==> src/rtl/interrupt_scheduler_pkg.sv <==
// Shared definitions for the interrupt scheduler: the FSM state encoding and cause
// codes, also used by the control unit and the PC-select mux.
package interrupt_scheduler_pkg;

   typedef enum logic [1:0] {
      ST_IDLE    = 2'd0,
      ST_TRAP    = 2'd1,
      ST_SERVICE = 2'd2
   } sched_state_e;

   localparam logic [1:0] CAUSE_NONE  = 2'd0;
   localparam logic [1:0] CAUSE_TIMER = 2'd1;
   localparam logic [1:0] CAUSE_HALT  = 2'd2;

   function automatic logic [31:0] cause_word(input logic [1:0] code);
      return {30'b0, code};
   endfunction

endpackage

==> src/rtl/interrupt_scheduler_quantum_timer.sv <==
// One-shot quantum counter: load/disarm on load_i, decrement while enabled,
// single-cycle expire pulse on the 1->0 step.
module quantum_timer #(
   parameter int TIMER_WIDTH = 16
) (
   input  logic                   Clock,
   input  logic                   Reset_n,
   input  logic                   count_enable_i,
   input  logic                   load_i,
   input  logic [TIMER_WIDTH-1:0] value_i,
   output logic                   expire_o,
   output logic                   running_o
);

   logic [TIMER_WIDTH-1:0] count_q, count_d;
   logic                   running_q, running_d;

   // A load on the expiry cycle wins, so no pulse is produced then.
   assign expire_o  = running_q & count_enable_i & ~load_i & (count_q == TIMER_WIDTH'(1));
   assign running_o = running_q;

   always_comb begin
      // NOTE: defaults first so every path assigns the next state and no latch is inferred.
      count_d   = count_q;
      running_d = running_q;
      if (load_i) begin
         if (value_i != '0) begin
            count_d   = value_i;
            running_d = 1'b1;
         end else begin
            running_d = 1'b0;
         end
      end else if (running_q && count_enable_i) begin
         count_d = count_q - TIMER_WIDTH'(1);
         if (count_q == TIMER_WIDTH'(1)) running_d = 1'b0;
      end
   end

   always_ff @(posedge Clock or negedge Reset_n) begin
      if (!Reset_n) begin
         count_q   <= '0;
         running_q <= 1'b0;
      end else begin
         // NOTE: non-blocking assignments for all sequential state, so every register
         // samples the values from before the edge.
         count_q   <= count_d;
         running_q <= running_d;
      end
   end

endmodule

==> src/rtl/interrupt_scheduler.sv <==
// Sequences halt and quantum-timer traps: pending flags, IDLE/TRAP/SERVICE FSM,
// saved PC and cause word for the handler.
module interrupt_scheduler
   import interrupt_scheduler_pkg::*;
#(
   parameter int                 PC_WIDTH    = 11,
   parameter int                 TIMER_WIDTH = 16,
   parameter logic [PC_WIDTH-1:0] TRAP_VECTOR = '0
) (
   input  logic                   Clock,
   input  logic                   Reset_n,
   input  logic                   halt_req,
   input  logic                   timer_set,
   input  logic [TIMER_WIDTH-1:0] timer_value,
   input  logic [PC_WIDTH-1:0]    pc_next,
   input  logic                   int_ack,
   input  logic                   int_return,
   output logic                   trap,
   output logic [PC_WIDTH-1:0]    trap_vector,
   output logic [PC_WIDTH-1:0]    saved_pc,
   output logic [31:0]            cause,
   output logic                   in_service,
   output logic                   timer_running
);

   sched_state_e        state_q;
   logic                halt_pend_q;
   logic                timer_pend_q;
   logic [PC_WIDTH-1:0] saved_pc_q;
   logic [1:0]          cause_q;
   logic                timer_expire;

   quantum_timer #(.TIMER_WIDTH(TIMER_WIDTH)) u_timer (
      .Clock          (Clock),
      .Reset_n        (Reset_n),
      .count_enable_i (state_q == ST_IDLE),
      .load_i         (timer_set),
      .value_i        (timer_value),
      .expire_o       (timer_expire),
      .running_o      (timer_running)
   );

   always_ff @(posedge Clock or negedge Reset_n) begin
      if (!Reset_n) begin
         state_q      <= ST_IDLE;
         halt_pend_q  <= 1'b0;
         timer_pend_q <= 1'b0;
         saved_pc_q   <= '0;
         cause_q      <= CAUSE_NONE;
      end else begin
         if (halt_req)     halt_pend_q  <= 1'b1;
         if (timer_expire) timer_pend_q <= 1'b1;
         case (state_q)
            ST_IDLE: begin
               if (halt_pend_q || timer_pend_q) state_q <= ST_TRAP;
            end
            ST_TRAP: begin
               state_q    <= ST_SERVICE;
               saved_pc_q <= pc_next;
               // Halt wins; a fresh halt_req on this edge re-arms its own flag.
               if (halt_pend_q) begin
                  cause_q     <= CAUSE_HALT;
                  halt_pend_q <= halt_req;
               end else begin
                  cause_q      <= CAUSE_TIMER;
                  timer_pend_q <= 1'b0;
               end
            end
            ST_SERVICE: begin
               if (int_ack)    cause_q <= CAUSE_NONE;
               if (int_return) state_q <= ST_IDLE;
            end
            default: state_q <= ST_IDLE;
         endcase
      end
   end

   assign trap        = (state_q == ST_TRAP);
   assign in_service  = (state_q == ST_SERVICE);
   assign trap_vector = TRAP_VECTOR;
   assign saved_pc    = saved_pc_q;
   assign cause       = cause_word(cause_q);

endmodule
==> config.mk <==
export PLATFORM = sky130hd
export DESIGN_NAME = interrupt_scheduler
export DESIGN_NICKNAME = d
export VERILOG_FILES = /design/src/rtl/interrupt_scheduler_pkg.sv /design/src/rtl/interrupt_scheduler_quantum_timer.sv /design/src/rtl/interrupt_scheduler.sv
export SDC_FILE = /design/constraint.sdc
export NUM_CORES = 1
export LEC_CHECK = 0
export CORE_MARGIN = 2
export CORE_UTILIZATION = 43
export DETAILED_ROUTE_END_ITERATION = 6
export HOLD_SLACK_MARGIN = 0.03
export PLACE_DENSITY = 0.81
export SYNTH_ARGS = -nofsm -noshare
export SYNTH_HDL_FRONTEND = slang
export SYNTH_SLANG_ARGS = --single-unit
==> constraint.sdc <==
create_clock -name Clock -period 2.4 [get_ports Clock]
set_input_delay 0.6 -clock Clock [delete_from_list [all_inputs] [get_ports Clock]]
set_output_delay 0.6 -clock Clock [all_outputs]
set_load 0.05 [all_outputs]
==> impl_metrics.py <==
metrics = {
    "status": {
        "status": "complete, no violations",
    },
    "critical_path": {
        "rrSetupSlack_ns": 0.45,
        "path_class": "register to primary output",
        "crit_arrival_ns": 1.58,
        "critPathSlowestCell": "clkdlybuf4s50_1",
        "crit_start": "u_timer.running_o",
        "critPathMaxFanout": 5,
        "crit_required_ns": 1.80,
        "cp_num_buf_inv": 1,
        "r2r_cells": 4,
        "cpPeakStageDelay_ns": 0.85,
        "cp.depth": 1,
        "path_delay_family": "buffers and inverters",
        "worstSetupEndpointType": "primary output",
        "cp_cell_sequence": "clkdlybuf4s50_1",
        "worstSetupStartpointType": "register",
        "timing.rr.start": "u_timer.count_q[2]",
        "crit_end": "timer_running",
        "r2r_end": "u_timer.count_q[5]",
    },
    "timing": {
        "fmax_ghz": 0.4592,
        "fin_tns_setup_ns": 0,
        "hold_viol_final": 0,
        "fin_skew_ns": 0.006978,
        "slew_headroom_pct": 64.32,
        "setup_viol": 0,
        "period_share_pct": 90.74,
        "worstMarginPinSlew_ns": 0.5335,
        "finalCriticalPeriod_ns": 2.178,
        "drv_slew": 0,
        "hold_ws_ns": 0.4744,
        "rsz0062_at_grt": "false",
    },
    "cells_and_area": {
        "final_common_cell": "nand2_1",
        "layout.nets": 345,
        "final_cell_mix": "53 x nand2_1, 46 x clkdlybuf4s50_1, 41 x conb_1",
        "drive_gt1_share_pct": 9.677,
        "synthToLayoutAreaGrowth_pct": 28.93,
        "instances_no_fill": 377,
        "fillers": 422,
        "final_util_pct": 57.85,
        "diodes": 0,
    },
    "place": {
        "hpwlAfterDp_mm": 3.980,
        "gp_congestion": 0.9315,
        "portBuffers": 48,
        "dp.cells": 370,
    },
    "clocking": {
        "cts_resized": 0,
        "cts_hold_repair.buffers": 0,
        "cts_setup_buffers": 0,
        "cts_tree": "built",
        "clockBufferDepth": 2,
        "clock-sinks": 34,
        "cts_buffers": 5,
        "clockRootBuffer": "clkbuf_8",
        "htree_num_levels": 2,
        "clock_latency_ns": 0.29,
        "clk_pin_slew_ns": 0.07,
    },
    "logic_synthesis": {
        "synth_top_area_share_pct": 40.14,
        "synth_area_leaders": "dfrtp_1 40%, buf_4 15%, nand2_1 9.4%, o221ai_1 3.3%, nor3_1 2.1%",
        "synth_cell_types": 40,
        "syn-cell-area_um2": 2120,
        "synth_top_area_cell": "dfrtp_1",
        "ys_ff_latch": 34,
        "synth_warnings": 0,
        "synth_cells": 247,
        "synth.avg_cell_area_um2": 8.581,
        "ys_seq_area_share_pct": 40.14,
    },
    "floorplan": {
        "dieArea_um2": 5506,
        "die_w_um": 74.21,
        "die_h_um": 74.21,
        "rows": 25,
        "initial_utilization_pct": 44.87,
        "core_um2": 4723,
        "ios": 90,
    },
    "routing": {
        "viasPerCell": 5.300,
        "drt-total-wl_mm": 5.356,
        "remaining_drc_errors": 0,
        "drt-initial-drc-count": 164,
        "wl_per_cell_um": 14.21,
        "firstDrtPassIters": 4,
        "num_vias": 1998,
        "ant_nets": 0,
    },
    "power": {
        "finalPower_w": 0.002995,
        "p_leak_nw": 1.241,
        "power_density_nw_per_um2": 1096,
        "ir_drop_mv": 0.5240,
    },
    "grt": {
        "grt_max_degree": 35,
        "grt_pass1_wl_mm": 8.493,
        "antenna_found_initial": 0,
        "grt_usage_pct": 20.39,
        "grt_pass1_vias": 1790,
        "grt-ovfl-total": 0,
    },
    "hold_path": {
        "hold_path_class": "register to register",
        "worstHoldStart": "saved_pc[3]",
    },
    "job": {
        "max-cap-violations": 0,
    },
}
-- synthesized netlist by cell type --
cell,n
o311a_1,2
a41oi_1,1
and4_1,2
nor3b_1,1
o22ai_1,4
o21ai_0,8
o311ai_0,1
o211ai_1,3
clkbuf_1,7
ha_1,2
a21oi_1,4
conb_1,1
or2_2,1
o41a_1,1
nand3b_1,1
xnor2_1,3
nand2b_1,1
o22a_1,1
nor4b_1,1
inv_1,10
a211oi_1,1
or4_1,3
a22oi_1,2
nand4_1,5
o221ai_1,8
a221o_1,2
or4b_4,1
a211o_1,2
a31o_2,1
buf_6,2
nand3_1,5
nand2_1,53
nor2_1,12
nor4_1,7
a221oi_1,1
dfrtp_1,34
nor3_1,9
a21o_1,1
buf_4,41
mux2i_1,2
-- worst min-delay path by stage --
stage / end / cells past startpoint
after global routing: saved_pc[7] / 2
after CTS: saved_pc[3] / 2
after floorplan: cause_q[0] / 0
final: saved_pc[3] / 2
after global placement: saved_pc[9] / 2
after detailed placement: saved_pc[8] / 2
-- registers in the layout, indices dropped and copies added (netlist names) --
name,cells
state_q,2
halt_pend_q,1
timer_pend_q,1
u_timer.running_o,1
cause_q,2
u_timer.count_q,16
saved_pc,11
-- area by class of cell --
cell class	count	area, µm²	share of cell area, %
Multi-Input combinational cell	193	1025	37.50
Sequential cell	34	850.8	31.14
Timing Repair Buffer	66	623.1	22.80
Tap cell	67	83.83	3.068
Clock buffer	6	82.58	3.022
Inverter	10	37.54	1.374
Clock inverter	1	30.03	1.099
-- cell families (layout without fill, tap and decap cells) --
logic type,after synthesis,in the layout,synth area share (%)
AOI/OAI and AO/OA,43,43,15.11
muxes,2,2,0.9445
buffers and inverters,60,83,18.60
other,1,41,0.1769
xor gates and xnor gates,3,3,1.240
adders and majority gates,2,2,1.180
DFF,34,34,40.14
and+or+nand+nor,102,102,22.61
-- worst reg2reg max path, delay by kind of cell (launching register included) --
kind	cells	cell delay [ns]
AND/OR/NAND/NOR	2	1.15
flip-flops	1	0.45
AO/OA/AOI/OAI	2	0.30
-- through the flow --
stage / setup WS (ns) / area, µm²
after floorplan: 0.3411 / 2270
after detailed placement: -0.02473 / 2620
after global routing: 0.1969 / 2733
final: 0.2223 / 2733
after CTS: 0.2371 / 2733
after global placement: 0.05295 / 2620
-- where the power goes --
part / switching (W) / internal [W]
sequential: 0.000183 / 0.000768
combinational: 0.000997 / 0.000503
clock: 0.000211 / 0.000332
total: 0.00139 / 0.00160
-- routing by layer --
| layer | track usage, % | up-vias | wire length (µm) |
|---|---|---|---|
| met2 | 33.13 | 79 | 2736 |
| li1 | - | 922 | - |
| met5 | 0 | - | 0 |
| met1 | 25.45 | 981 | 2144 |
| met3 | 4.607 | 16 | 291 |
| met4 | 10.51 | 0 | 183 |
Power figures use the tool's default switching activity.
==> edit 1: new RTL, config.mk and constraints unchanged <==
Re-encode `sched_state_e` (3 states) as one-hot, 3 bits wide.
--- a/src/rtl/interrupt_scheduler_pkg.sv
+++ b/src/rtl/interrupt_scheduler_pkg.sv
@@ -2,10 +2,10 @@
 // codes, also used by the control unit and the PC-select mux.
 package interrupt_scheduler_pkg;
 
-   typedef enum logic [1:0] {
-      ST_IDLE    = 2'd0,
-      ST_TRAP    = 2'd1,
-      ST_SERVICE = 2'd2
+   typedef enum logic [2:0] {
+      ST_IDLE    = 3'b001,
+      ST_TRAP    = 3'b010,
+      ST_SERVICE = 3'b100
    } sched_state_e;
 
    localparam logic [1:0] CAUSE_NONE  = 2'd0;
Check against the original RTL: same outputs for any inputs over 10 cycles, from zero or initial values and one cycle with Reset_n low; not proved beyond that.
==> edit 1 against the unedited design <==
- sequential share of layout area is 0.47 points higher
- worst setup slack got worse by 0.13 ns
- routed wire length down 9.6%
- maximum frequency decreased by 5.7%
- total power decreased by 7.9%
- clock power down 22%
- count of clock-buffer cells in the layout unchanged
- sequential power decreased by 3.2%
- area after synthesis shrank 1.2%
- cell count up 0.80%
- critical path depth is 3 higher
- sequential cell count increased by 1
- cell area rose by 1.6%
- largest cell class unchanged
- largest power group unchanged
==> edit 1: results (changes against the unedited design) <==
- Status: complete, no violations
- Reg2reg end: u_timer.running_o$_DFFE_PN0P_
- Post-DP HPWL: 3.73 mm (-6.4%)
- PwrDens: 994 nW/um^2 (-9.3%)
- Largest cells by area after synthesis: dfrtp_1 41%, buf_4 15%, nand2_1 9.0%
- Area after DPL: 2690 um^2 (+2.5%)
- Vias/cell: 4.93 (-7.0%)
- Critical path type: register to register
- Total track usage: 18.6% (-1.7 points)
- Comb pwr: 1.41 mW (-6%)
- Reg power frac: 33.4% (+1.6 points)
- Placed cell count: 372 (+0.54%)
- Vias in the first global route: 1,764 (-1.5%)
- Commonest cells in the netlist: 50 x nand2_1, 41 x buf_4, 34 x dfrtp_1, 13 x nor2_1, 10 x o21ai_0
- Family with the most delay on the worst path: simple AND/OR/NAND/NOR gates
- First-pass GRT wire length: 7.87 mm (-7.4%)
- Pre-CTS worst setup slack: 0.00153 ns (+0.0263 ns)
- Fin area: 2780 um^2 (+1.6%)
- Complex-gate fraction of the synthesized area: 14.0% (-1.1 points)
- Distinct cells, synth: 45 (+13%)
- Final clock skew: 0.00198 ns (-0.00500 ns)
- Cell leakage power: 1.28 nW (+3.2%)
- Worst Hold Path EP: saved_pc[9]$_DFFE_PN0P_
- Final WS setup: 0.0911 ns (-0.131 ns)
- Worst Tran Pin Value: 0.519 ns (-0.0145 ns)
- Routability Congestion: 0.925 (-0.75%)
- Peak VDD IR: 0.651 mV (+24%)
- Layout cells sized above 1: 15.3% (+5.7 points)
- Avg Cell Area, Syn: 8.80 um^2 (+2.5%)
- Crit-path max cell delay: 0.56 ns (-0.29 ns)
- R2r startpoint: u_timer.count_q[9]$_DFFE_PN0P_
- XOR/XNOR Fraction of Synth Area: 0.418% (-0.82 points)
- Mux contribution to synthesized area: 1.43% (+0.49 points)
- Register area share after synthesis: 41.9% (+1.8 points)
- CP Data Arrival Time: 2.49 ns (+0.91 ns)
- Critical-path top delay cell: or4_4
- Post-Layout Cell Count: 380 (+0.80%)
- Worst hold slack: 0.477 ns (+0.00282 ns)
- Fraction of the mapped netlist area in adder cells: 1.20% (+0.015 points)
[edit 1: cell count changes after synthesis, sizes merged, moves of 3 or more]
cell | unedited run | this run
inv | 10 | 7
o22ai | 4 | 1
nand3b | 1 | 4
nand2 | 53 | 50
nor3 | 9 | 6
o221ai | 8 | 0
nand4 | 5 | 1
[edit 1: cell type report]
class | instances | area, um^2 | share of cell area, %
clock buffer | 6 | 72.6 | 2.61
clock inverter | 2 | 12.5 | 0.451
inverter | 7 | 26.3 | 0.947
multi-input combinational | 188 | 1010 | 36.3
sequential | 35 | 877 | 31.6
tap | 67 | 83.8 | 3.02
timing repair buffer | 75 | 696 | 25.1
[edit 1: per-layer routing]
| layer | global-route usage [%] | wire length, um | vias to the layer above |
|---|---|---|---|
| li1 | - | - | 899 |
| met1 | 24.0 | 2110 | 885 |
| met2 | 30.9 | 2340 | 81 |
| met3 | 4.39 | 317 | 8 |
| met4 | 6.06 | 74 | 0 |
| met5 | 0 | 0 | - |
==> edit 2: new RTL, same flow settings <==
Without the edit above. Change the parameter `PC_WIDTH` from 11 to 22.
--- a/src/rtl/interrupt_scheduler.sv
+++ b/src/rtl/interrupt_scheduler.sv
@@ -3,7 +3,7 @@
 module interrupt_scheduler
    import interrupt_scheduler_pkg::*;
 #(
-   parameter int                 PC_WIDTH    = 11,
+   parameter int                 PC_WIDTH    = 22,
    parameter int                 TIMER_WIDTH = 16,
    parameter logic [PC_WIDTH-1:0] TRAP_VECTOR = '0
 ) (
Ports: changed (resized pc_next, saved_pc and trap_vector); port bits go from 90 to 123. No check against the original RTL was run, so the function may have changed too.
==> edit 2 against the unedited design <==
- non-clock buffer count grew 25
- die area grew 26%
- critical path depth grew 5
- area after synthesis grew 28%
- via count grew 20%
- cell count grew 25%
- worst setup slack lost 0.12 ns
- total power grew 38%
- routed wire length grew 20%
- cell area grew 29%
- sequential cell count grew 11
- largest cell class unchanged
- largest power group unchanged
- highest routed layer unchanged
==> edit 2: results (changes against the unedited design) <==
- DR pass1 iterations: 4 (unchanged)
- Worst-path clk slew: 0.09 ns (+0.02 ns)
- Final clock skew: 0.0112 ns (+0.00422 ns)
- Max FFs per register: 22 (+6)
- Starting DRT DRC Count: 202 (+23%)
- Peak VDD IR: 0.751 mV (+43%)
- R2r setup slk: 0.41 ns (-0.04 ns)
- Pin count of the biggest net entering global routing: 29 (-17%)
- Total track usage: 19.1% (-1.3 points)
- FILL cells: 559 (+32%)
- Vias/cell: 5.05 (-4.7%)
- CP Launch Point: timer_value[3]
- Commonest cells in the netlist: 84 x nand2_1, 53 x buf_4, 45 x dfrtp_1, 14 x nor2_1, 13 x inv_1
- Critical Path Fanout Max: 5 (unchanged)
- Initial antenna violation count: 0 (unchanged)
- Main flop type after synthesis: dfrtp_1
- Min-delay worst type: input port to asynchronous set/reset pin
- CP Data Arrival Time: 2.49 ns (+0.91 ns)
- Met1 Routed Length: 2.60 mm (+21%)
- Largest cells by area after synthesis: dfrtp_1 42%, buf_4 15%, nand2_1 12%
- Final Hold Fails: 0 (unchanged)
- Status: complete, no violations
- First-pass GRT wire length: 10.9 mm (+29%)
- Cell count of the worst reg-to-reg path: 6 (+2)
- Distinct cells, synth: 47 (+18%)
- Area after DPL: 3400 um^2 (+30%)
- Vias in the first global route: 2,255 (+26%)
- Worst Setup EP: u_timer.count_q[13]$_DFFE_PN0P_
- Reg2reg end: u_timer.count_q[6]$_DFFE_PN0P_
- H-tree levels: 2 (unchanged)
- Worst Tran Pin Value: 0.692 ns (+0.158 ns)
- Register area share after synthesis: 41.7% (+1.5 points)
- Worst hold slack: 0.224 ns (-0.250 ns)
- Layout cells sized above 1: 10.8% (+1.1 points)
- Port bufs: 70 (+46%)
- Async SR Flop Fraction: 100% (unchanged)
- DR WL met2: 3.22 mm (+18%)
- CTS root buf: clkbuf_8
- Routability Congestion: 0.891 (-4.3%)
- CTS Buffer Depth: 2 (unchanged)
- R2r startpoint: u_timer.count_q[0]$_DFFE_PN0P_
- Cell leakage power: 1.65 nW (+33%)
- Final Net Count: 443 (+28%)
- Metal3 WL: 520 um (+79%)
- CTS resizes: 0 (unchanged)
- Post-DP HPWL: 4.87 mm (+22%)
- Wirelength per Cell: 13.6 um (-4.1%)
[edit 2: cell types whose count changed after synthesis, sizes merged, moves of 4 or more]
cell   change
nand2     +31
o21ai      -4
nor4       +4
buf       +15
dfrtp     +11
[edit 2: cells by family (layout without fill, tap and decap cells)]
| group | Yosys count | count (layout) | share of synthesized area (%) |
|---|---|---|---|
| adder cells (fa/ha/maj) | 2 | 2 | 0.926 |
| flip-flops | 45 | 45 | 41.7 |
| AND/OR/NAND/NOR | 142 | 142 | 25.1 |
| buffers and inverters | 77 | 112 | 18.7 |
| multiplexers | 7 | 7 | 2.69 |
| XOR/XNOR | 1 | 1 | 0.324 |
| other | 1 | 52 | 0.139 |
| AO/OA/AOI/OAI | 37 | 37 | 10.5 |
[edit 2: worst max-delay path, stage by stage]
cell             delay [ns]
clkdlybuf4s50_1        0.47
nor4_2                 0.37
buf_4                  0.18
a41oi_1                0.19
nand2b_1               0.33
a221o_1                0.36
[edit 2: metal layers]
layer	up-vias	track usage (%)
met3	9	3.48
met5	-	0
met2	117	32.2
met4	0	6.71
met1	1132	24.5
li1	1131	-
[edit 2: layout make-up]
type	count	area, um^2	share of cell area [%]
clock buffer	7	86.3	2.45
multi-input combinational	241	1270	36.0
tap	75	93.8	2.66
inverter	13	48.8	1.38
clock inverter	1	30.0	0.851
sequential	45	1130	31.9
timing repair buffer	91	873	24.8
[edit 2: worst min-delay path by stage]
stage | start | cells after the start | to
floorplan | Reset_n | 0 | cause_q[0]$_DFFE_PN0P_
global placement | saved_pc[21]$_DFFE_PN0P_ | 2 | saved_pc[21]$_DFFE_PN0P_
detailed placement | saved_pc[16]$_DFFE_PN0P_ | 2 | saved_pc[16]$_DFFE_PN0P_
CTS | Reset_n | 1 | saved_pc[4]$_DFFE_PN0P_
global route | Reset_n | 1 | saved_pc[11]$_DFFE_PN0P_
finish | Reset_n | 1 | saved_pc[11]$_DFFE_PN0P_
[edit 2: report_power, final]
| part | switching [mW] | internal (mW) |
|---|---|---|
| clock | 0.258 | 0.340 |
| combinational | 1.51 | 0.733 |
| sequential | 0.255 | 1.04 |
[edit 2: per-stage QoR]
step                setup slack, ns  power, mW  cells  TNS [ns]
floorplan                     0.337       2.86    363         0
global placement             -0.244       3.51    465     -1.31
detailed placement           -0.277       3.56    465     -1.94
CTS                          0.0353       4.17    473         0
global route                 0.0404       4.39    473         0
finish                       0.0994       4.14    473         0
